## config.mk

```make
export PLATFORM = sky130hd
export DESIGN_NAME = pwm_ramp_sequencer_flat
export DESIGN_NICKNAME = d
export VERILOG_FILES = /design/src/rtl/pwm_ramp_sequencer_if.sv /design/src/rtl/pwm_ramp_sequencer.sv /design/src/flat_wrapper.sv
export SDC_FILE = /design/constraint.sdc
export NUM_CORES = 1
export LEC_CHECK = 0
export ABC_CLOCK_PERIOD_IN_PS = 2630
export BUFFER_PORTS_ARGS = -buffer_cell sky130_fd_sc_hd__buf_4
export CAP_MARGIN = 10
export CORE_MARGIN = 3
export CORE_UTILIZATION = 50
export CTS_CLUSTER_DIAMETER = 100
export DETAILED_ROUTE_END_ITERATION = 16
export GPL_TIMING_DRIVEN = 0
export HOLD_SLACK_MARGIN = 0.1
export PLACE_DENSITY = 0.66
export SYNTH_ARGS = -nofsm -noshare
export SYNTH_HDL_FRONTEND = slang
export SYNTH_SLANG_ARGS = --single-unit
```

## constraint.sdc

```tcl
create_clock -name Clk -period 2.63 [get_ports Clk]
set_input_delay 0.526 -clock Clk [delete_from_list [all_inputs] [get_ports Clk]]
set_output_delay 0.526 -clock Clk [all_outputs]
set_load 0.02 [all_outputs]
```

## src/rtl/pwm_ramp_sequencer_if.sv

```systemverilog
// Command handshake and generator drive bundle for pwm_ramp_sequencer.
// The master side issues commands; the slave side is the sequencer.
interface pwm_ramp_sequencer_if;
   logic       cmd_valid;
   logic       cmd_ready;
   logic [3:0] cmd_duty;
   logic [1:0] cmd_freq;
   logic       cmd_stop;
   logic       pwm_en;
   logic [3:0] pwm_duty;
   logic [1:0] pwm_freq;
   logic       busy;
   logic       done;

   modport master (
      output cmd_valid, cmd_duty, cmd_freq, cmd_stop,
      input  cmd_ready, pwm_en, pwm_duty, pwm_freq, busy, done
   );

   modport slave (
      input  cmd_valid, cmd_duty, cmd_freq, cmd_stop,
      output cmd_ready, pwm_en, pwm_duty, pwm_freq, busy, done
   );
endinterface

```

## src/rtl/pwm_ramp_sequencer.sv

```systemverilog
// Command-driven controller for the 1/8-resolution PWM generator: duty moves
// one code per dwell period, and frequency only changes while duty is zero.
module pwm_ramp_sequencer #(
   parameter int STEP_CYCLES = 250000,
   parameter int DUTY_MAX    = 8
) (
   input  logic                Clk,
   input  logic                Rst,
   pwm_ramp_sequencer_if.slave bus
);
   localparam int              CW         = $clog2(STEP_CYCLES);
   localparam logic [CW-1:0]   COUNT_LAST = CW'(STEP_CYCLES - 1);
   localparam logic [3:0]      DUTY_TOP   = 4'(DUTY_MAX);

   // DECODE sits between accept and the first working state so the command
   // is evaluated against registered values one edge after the handshake.
   typedef enum logic [2:0] {
      IDLE,
      DECODE,
      RAMP_DOWN,
      SWITCH,
      RAMP,
      FINISH
   } state_t;

   state_t        state_reg, state_next;
   logic [3:0]    duty_reg, duty_next;
   logic [1:0]    freq_reg, freq_next;
   logic          en_reg, en_next;
   logic [CW-1:0] count_reg, count_next;
   logic [3:0]    target_reg, target_next;
   logic [1:0]    freq_tgt_reg, freq_tgt_next;
   logic          stop_reg, stop_next;

   logic          dwell_done;
   logic [3:0]    duty_up;
   logic [3:0]    duty_dn;

   always_ff @(posedge Clk or negedge Rst) begin
      if (!Rst) begin
         state_reg    <= IDLE;
         duty_reg     <= 4'd0;
         freq_reg     <= 2'd0;
         en_reg       <= 1'b0;
         count_reg    <= '0;
         target_reg   <= 4'd0;
         freq_tgt_reg <= 2'd0;
         stop_reg     <= 1'b0;
      end else begin
         state_reg    <= state_next;
         duty_reg     <= duty_next;
         freq_reg     <= freq_next;
         en_reg       <= en_next;
         count_reg    <= count_next;
         target_reg   <= target_next;
         freq_tgt_reg <= freq_tgt_next;
         stop_reg     <= stop_next;
      end
   end

   always_comb begin
      state_next    = state_reg;
      duty_next     = duty_reg;
      freq_next     = freq_reg;
      en_next       = en_reg;
      count_next    = count_reg;
      target_next   = target_reg;
      freq_tgt_next = freq_tgt_reg;
      stop_next     = stop_reg;
      dwell_done    = (count_reg == COUNT_LAST);
      duty_up       = duty_reg + 4'd1;
      duty_dn       = duty_reg - 4'd1;

      case (state_reg)
         IDLE: begin
            if (bus.cmd_valid) begin
               target_next   = (bus.cmd_duty > DUTY_TOP) ? DUTY_TOP : bus.cmd_duty;
               freq_tgt_next = bus.cmd_freq;
               stop_next     = bus.cmd_stop;
               state_next    = DECODE;
            end
         end

         DECODE: begin
            count_next = '0;
            if (stop_reg) begin
               state_next = (duty_reg != 4'd0) ? RAMP_DOWN : FINISH;
            end else begin
               en_next = 1'b1;
               if (freq_tgt_reg != freq_reg)
                  state_next = (duty_reg != 4'd0) ? RAMP_DOWN : SWITCH;
               else
                  state_next = (duty_reg != target_reg) ? RAMP : FINISH;
            end
         end

         RAMP_DOWN: begin
            if (dwell_done) begin
               count_next = '0;
               if (duty_reg != 4'd0)
                  duty_next = duty_dn;
               if (duty_reg <= 4'd1)
                  state_next = stop_reg ? FINISH : SWITCH;
            end else begin
               count_next = count_reg + 1'b1;
            end
         end

         SWITCH: begin
            freq_next  = freq_tgt_reg;
            count_next = '0;
            state_next = (target_reg == 4'd0) ? FINISH : RAMP;
         end

         RAMP: begin
            if (dwell_done) begin
               count_next = '0;
               // Target is already clamped, so stepping toward it cannot overshoot.
               if (duty_reg < target_reg && duty_reg < DUTY_TOP) begin
                  duty_next = duty_up;
                  if (duty_up == target_reg)
                     state_next = FINISH;
               end else if (duty_reg > target_reg) begin
                  duty_next = duty_dn;
                  if (duty_dn == target_reg)
                     state_next = FINISH;
               end else begin
                  state_next = FINISH;
               end
            end else begin
               count_next = count_reg + 1'b1;
            end
         end

         FINISH: begin
            if (stop_reg)
               en_next = 1'b0;
            state_next = IDLE;
         end

         default: state_next = IDLE;
      endcase
   end

   assign bus.cmd_ready = (state_reg == IDLE);
   assign bus.busy      = (state_reg != IDLE);
   assign bus.done      = (state_reg == FINISH);
   assign bus.pwm_en    = en_reg;
   assign bus.pwm_duty  = duty_reg;
   assign bus.pwm_freq  = freq_reg;
endmodule

```

## src/flat_wrapper.sv

```systemverilog
// flat-port wrapper written by rule: the top's interface ports become plain ports
module pwm_ramp_sequencer_flat 
#(
   parameter int STEP_CYCLES = 250000,
   parameter int DUTY_MAX    = 8
)
  (Clk, Rst, bus_cmd_valid, bus_cmd_duty, bus_cmd_freq, bus_cmd_stop, bus_cmd_ready, bus_pwm_en, bus_pwm_duty, bus_pwm_freq, bus_busy, bus_done);
  pwm_ramp_sequencer_if bus_i ();
  input  logic Clk;
  input  logic Rst;
  input wire logic [$bits(bus_i.cmd_valid)-1:0] bus_cmd_valid;
  input wire logic [$bits(bus_i.cmd_duty)-1:0] bus_cmd_duty;
  input wire logic [$bits(bus_i.cmd_freq)-1:0] bus_cmd_freq;
  input wire logic [$bits(bus_i.cmd_stop)-1:0] bus_cmd_stop;
  output wire logic [$bits(bus_i.cmd_ready)-1:0] bus_cmd_ready;
  output wire logic [$bits(bus_i.pwm_en)-1:0] bus_pwm_en;
  output wire logic [$bits(bus_i.pwm_duty)-1:0] bus_pwm_duty;
  output wire logic [$bits(bus_i.pwm_freq)-1:0] bus_pwm_freq;
  output wire logic [$bits(bus_i.busy)-1:0] bus_busy;
  output wire logic [$bits(bus_i.done)-1:0] bus_done;
  assign bus_i.cmd_valid = bus_cmd_valid;
  assign bus_i.cmd_duty = bus_cmd_duty;
  assign bus_i.cmd_freq = bus_cmd_freq;
  assign bus_i.cmd_stop = bus_cmd_stop;
  assign bus_cmd_ready = bus_i.cmd_ready;
  assign bus_pwm_en = bus_i.pwm_en;
  assign bus_pwm_duty = bus_i.pwm_duty;
  assign bus_pwm_freq = bus_i.pwm_freq;
  assign bus_busy = bus_i.busy;
  assign bus_done = bus_i.done;
  pwm_ramp_sequencer #(.STEP_CYCLES(STEP_CYCLES), .DUTY_MAX(DUTY_MAX)) u_core (.Clk(Clk), .Rst(Rst), .bus(bus_i));
endmodule
```

==> reports/qor.yml, run 1 <==
outcome: "finished clean"
placed_cell_area_mm2: 0.00246
timing.fmax_mhz: 413
drtAntennaViolNets: 0
period_needed_ps: 2420
viasPerCell: 5.88
grt_pass1_wl_um: 8710
finalInstanceArea_mm2: 0.00254
routed_wl_um: 5080
area_delta_synth_final_pct: 12.9
synthTopCellsByArea: "dfrtp_1 (39%), ha_1 (4.4%), o21ai_0 (3.8%)"
path_clk_slew_ps: 70
cp_max_fo: 6
place.gp.congestion: 0.866
tritoncts: "done"
crit_family: "simple AND/OR/NAND/NOR gates"
switching_share: 0.427
syn_area_per_cell_um2: 9.05
die_h_um: 73.2
synth_cell_type_count: 57
p_per_area_mw_per_mm2: 849
overflow: 0
crit_path_end_kind: "flop"
synth_compound_area_frac: 0.189
cts_root_buffer: "clkbuf_8"
clockBufferDepth: 2
skew_ps: 5.88
fillCellCount: 365
syn_inst: 249
drtIter0Drc: 141
yosysSeqAreaShare: 0.388
synth_nets: 267
ios: 20
drc_errors: 0
synthMuxAreaShare: 0.0477
hold_violations: 0
switchingPower_mw: 0.921
cpPeakStageDelay_ps: 520
detailed_place_hpwl_um: 3730
first_pass_iters: 4
mappedNetlistArea_mm2: 0.00225
synth_common_cells: "dfrtp_1 (35), nand2_1 (21), inv_1 (18)"
cts.sink_count: 35
drive_above_1_share: 0.159
synth-async-reset-ratio: 1.00
die_area_mm2: 0.00535
clock_latency_ps: 290
pwr-share-comb: 0.467
cts_inserted_buffers: 5
synth-simple-area-share: 0.239
vdd_drop_max_mv: 0.645
dpl.cell_count: 318
io_buffers: 19
track_usage: 0.211
synth_top_area_frac: 0.388
antenna_cells: 0
critPathBufInv: 1
cts_resized: 0
finalCritPeriodShare: 0.920
cp.arrival_ps: 2640
pwr-share-seq: 0.353
initial_core_util: 0.540
fin_cells: 326
die_x_um: 73.2
p_int_mw: 1.24
hold_buffers: 0
crit_type: "flop to flop"
antenna_found_initial: 0
fin_util: 0.610
synth-adder-area-share: 0.0444
crit_chain: "inv_1, ha_1, nor3b_1, or2_1, a2111o_1, or4_4, o211ai_2"
rsz0062_at_grt: "false"
synth_top_family_by_area: "simple AND/OR/NAND/NOR gates"
setup_tns_ps: 0
ys_ff_latch: 35
synth_top_area_cell: "dfrtp_1"
cts_max_level: 2
synth_edf_count: 0
drv_cap: 0
rows: 23
grt_pass1_vias: 1800
setup_viol: 0
fin_nets: 293
grt_max_degree: 36
worst_pin_slew_ps: 719
pwr-share-clk: 0.180
synth.most_common_cell: "dfrtp_1"
critPathRequiredTime_ps: 2850
cts_setup_buffers: 0
ys_warn_count: 0
max_slew_margin: 0.517
cpMaxStageDelayCell: "or4_4"
power_leakage_nw: 1.07
wl_per_cell_um: 15.6
core_area_mm2: 0.00417
drv_slew: 0
ys.flop_type: "dfrtp_1"
startpoint_type: "flop"
synthXorXnorAreaFrac: 0.0466
vias: 1916
largest_register_ffs: 18
hold_path_class: "input pin to asynchronous set/reset pin"
-- power groups by stage --
stage               Clock [mW]  Combinational, mW  Sequential, mW
floorplan                    0              0.709           0.765
global placement             0              0.987           0.766
detailed placement           0              0.998           0.771
CTS                      0.399               1.00           0.761
global route             0.415               1.12           0.780
finish                   0.389               1.01           0.763
-- per-layer routing --
| metal | up-vias | routed length, um | GRT usage |
|---|---|---|---|
| met5 | - | 0 | 0 |
| met4 | 0 | 82 | 0.0738 |
| met3 | 8 | 203 | 0.0331 |
| met2 | 38 | 2100 | 0.308 |
| met1 | 899 | 2690 | 0.315 |
| li1 | 971 | - | - |
-- worst reg2reg max path: stages (launching register included) --
cell and delay [ps]:
dfrtp_1 470, inv_1 130, ha_1 280, nor3b_1 180
or2_1 250, a2111o_1 440, or4_4 520, o211ai_2 80
-- area by class of cell --
type                            instances  area, um2  area share
Timing Repair Buffer                   19        143      0.0560
Inverter                               18       67.6      0.0265
Clock inverter                          2       12.5     0.00492
Clock buffer                            6       72.6      0.0285
Sequential cell                        35        876       0.344
Tap cell                               50       62.6      0.0246
Buffer                                  7       33.8      0.0133
Multi-Input combinational cell        189       1280       0.502
-- cell usage in the layout (no fill, tap or decap), types with 6 or more instances in the layout --
cell type	netlist	final
xnor2_1	7	7
dfrtp_1	35	35
buf_4	0	19
mux2_2	6	6
nor3_1	6	6
nand2b_1	6	6
inv_1	18	18
a21oi_1	16	16
a31oi_1	9	9
nand3_1	9	9
ha_1	8	8
nor2_1	10	10
o21ai_0	17	17
nand2_1	21	21
-- per-stage QoR --
step | hold slack (ps) | worst slack, ps | power [mW]
after global placement | 456 | 284 | 1.75
after detailed placement | 462 | 226 | 1.77
final | 174 | 211 | 2.16
after CTS | 188 | 207 | 2.16
after floorplan | 230 | 304 | 1.47
after global routing | 207 | 100 | 2.32
-- path summary, 6_finish.rpt --
check / start / to / slack, ps / cells past startpoint
worst max-delay path: u_core.bus.pwm_duty[0] / u_core.bus.pwm_duty[3] / 210 / 7
worst min register to register: u_core.count_reg[16] / u_core.count_reg[16] / 470 / 1
min in group Clk: bus_cmd_freq[1] / u_core.freq_tgt_reg[1] / 460 / 2
worst min-delay path: Rst / u_core.bus.pwm_duty[0] / 170 / 1
max in group asynchronous: Rst / u_core.stop_reg / 2140 / 1
worst max register to register: u_core.bus.pwm_duty[0] / u_core.bus.pwm_duty[3] / 210 / 7
-- logic make-up (layout without fill, tap and decap cells) --
group	count (synthesis)	count (layout)
AND/OR/NAND/NOR	92	92
XOR/XNOR	12	12
adder cells (fa/ha/maj)	8	8
flip-flops	35	35
AO/OA/AOI/OAI	67	67
multiplexers	10	10
buffers and inverters	25	52
Power figures use the tool's default switching activity.
==> inputs of run 2 (changes only) <==
--- a/config.mk
+++ b/config.mk
@@ -8,6 +8,7 @@
 export ABC_CLOCK_PERIOD_IN_PS = 2630
 export BUFFER_PORTS_ARGS = -buffer_cell sky130_fd_sc_hd__buf_4
 export CAP_MARGIN = 10
+export CORE_ASPECT_RATIO = 0.7
 export CORE_MARGIN = 3
 export CORE_UTILIZATION = 50
 export CTS_CLUSTER_DIAMETER = 100
==> reports/qor.yml, run 2 (same netlist as run 1, synthesis figures left out) <==
r2r-start: "u_core.bus.pwm_duty[0]"
crit_path_end_kind: "flop"
crit_type: "flop to flop"
rows: 19  # -17%
die_x_um: 86.3  # +18%
drv_cap: 0  # unchanged
antenna_cells: 0  # unchanged
cp.arrival_ps: 2650  # about the same
final_cell_mix: "dfrtp_1 (35), nand2_1 (21), buf_4 (19)"
cts_resized: 0  # unchanged
wl_per_cell_um: 15.9  # +1.9%
initial_core_util: 0.545  # +0.00474
overflow: 0  # unchanged
timing.fmax_mhz: 413  # about the same
tritoncts: "done"
largest_register_ffs: 18  # unchanged
hold_path_class: "input pin to asynchronous set/reset pin"
hold_buffers: 0  # unchanged
detailed_place_hpwl_um: 3870  # +3.8%
drc_errors: 0  # unchanged
drtIter0Drc: 122  # -13%
viasPerCell: 5.80  # -1.4%
startpoint_type: "flop"
first_pass_iters: 5  # +1
grt_max_degree: 36  # unchanged
layout_commonest_cell: "dfrtp_1"
crit_start: "u_core.bus.pwm_duty[0]"
fin_nets: 293  # unchanged
rsz0062_at_grt: "false"
cp_max_fo: 6  # unchanged
place.gp.congestion: 0.869  # +0.29%
max_slew_margin: 0.490  # -0.0276
clockBufferDepth: 2  # unchanged
cts_root_buffer: "clkbuf_8"
cts_setup_buffers: 0  # unchanged
path_clk_slew_ps: 70  # about the same
period_needed_ps: 2420  # +2.22 ps
cts_max_level: 2  # unchanged
setup_tns_ps: 0  # unchanged
grt_pass1_wl_um: 8710  # unchanged
drv_slew: 0  # unchanged
vias: 1901  # -0.78%
io_buffers: 19  # unchanged
cts.sink_count: 35  # unchanged
setup_viol: 0  # unchanged
fin_util: 0.615  # +0.00505
area_delta_synth_final_pct: 12.8  # about the same
die_h_um: 62.2  # -15%
fillCellCount: 364  # -0.27%
drtAntennaViolNets: 0  # unchanged
hold_violations: 0  # unchanged
finalCritPeriodShare: 0.921  # about the same
clock_latency_ps: 300  # about the same
antenna_found_initial: 0  # unchanged
cts_inserted_buffers: 5  # unchanged
vdd_drop_max_mv: 0.577  # -11%
power_leakage_nw: 1.08  # about the same
skew_ps: 4.75  # -1.14 ps
worst_pin_slew_ps: 759  # +40.0 ps
core_area_mm2: 0.00414  # -0.87%
routed_wl_um: 5210  # +2.5%
ios: 20  # unchanged
outcome: "finished clean"
grt_pass1_vias: 1668  # -7.3%
p_per_area_mw_per_mm2: 851  # +0.28%
die_area_mm2: 0.00536  # +0.25%
drive_above_1_share: 0.156  # -0.00362
track_usage: 0.209  # -0.00204
critPathRequiredTime_ps: 2850  # about the same
-- run 2: changes by cell type in the layout (fill, tap and decap cells not counted), sizes merged --
cell	previous run	this run
clkbuf	10	11
clkinvlp	1	0
-- run 2: critical path: stages (launching register included) --
cell	delay (ps)
dfrtp_1	460
inv_1	140
ha_1	290
nor3b_1	190
or2_1	260
a2111o_1	430
or4_4	510
o211ai_2	80
-- run 2: per-stage QoR --
| stage | total power, mW | setup slack, ps | cells | hold slack [ps] | area (um2) |
|---|---|---|---|---|---|
| final | 2.16 | 209 | 328 | 178 | 2540 |
| after global routing | 2.34 | 52.9 | 328 | 208 | 2540 |
| after CTS | 2.17 | 236 | 328 | 198 | 2540 |
| after detailed placement | 1.78 | 257 | 320 | 471 | 2460 |
| after global placement | 1.76 | 264 | 320 | 455 | 2460 |
| after floorplan | 1.47 | 304 | 249 | 230 | 2250 |
-- run 2: path summary, 6_finish.rpt --
kind,to,slack [ps],depth (start not counted)
worst max register to register,u_core.bus.pwm_duty[3],210,7
max in group asynchronous,u_core.count_reg[4],2130,1
worst min-delay path,u_core.bus.pwm_duty[0],180,1
worst max-delay path,u_core.bus.pwm_duty[3],210,7
worst min register to register,u_core.count_reg[16],480,1
min in group Clk,u_core.freq_tgt_reg[1],460,2
-- run 2: final cells by class --
class                      count  area (um2)  share of cell area
buffer                         7        33.8              0.0133
clock buffer                   7        76.3              0.0300
clock inverter                 1        5.00             0.00197
inverter                      18        67.6              0.0266
multi-input combinational    189        1280               0.502
sequential                    35         876               0.344
tap                           52        65.1              0.0256
timing repair buffer          19         143              0.0561
-- run 2: report_power, final --
group / switching (mW) / leakage [nW] / internal, mW / total [mW]
registers: 0.120 / 0.464 / 0.644 / 0.764
clock network: 0.205 / 0.0422 / 0.186 / 0.391
logic: 0.601 / 0.569 / 0.409 / 1.01
-- run 2: metal layers --
| layer | vias to the layer above | routed length (um) | GRT usage |
|---|---|---|---|
| met1 | 876 | 2940 | 0.357 |
| met4 | 0 | 47 | 0.0525 |
| li1 | 967 | - | - |
| met2 | 54 | 1880 | 0.238 |
| met3 | 4 | 340 | 0.0687 |
| met5 | - | 0 | 0 |
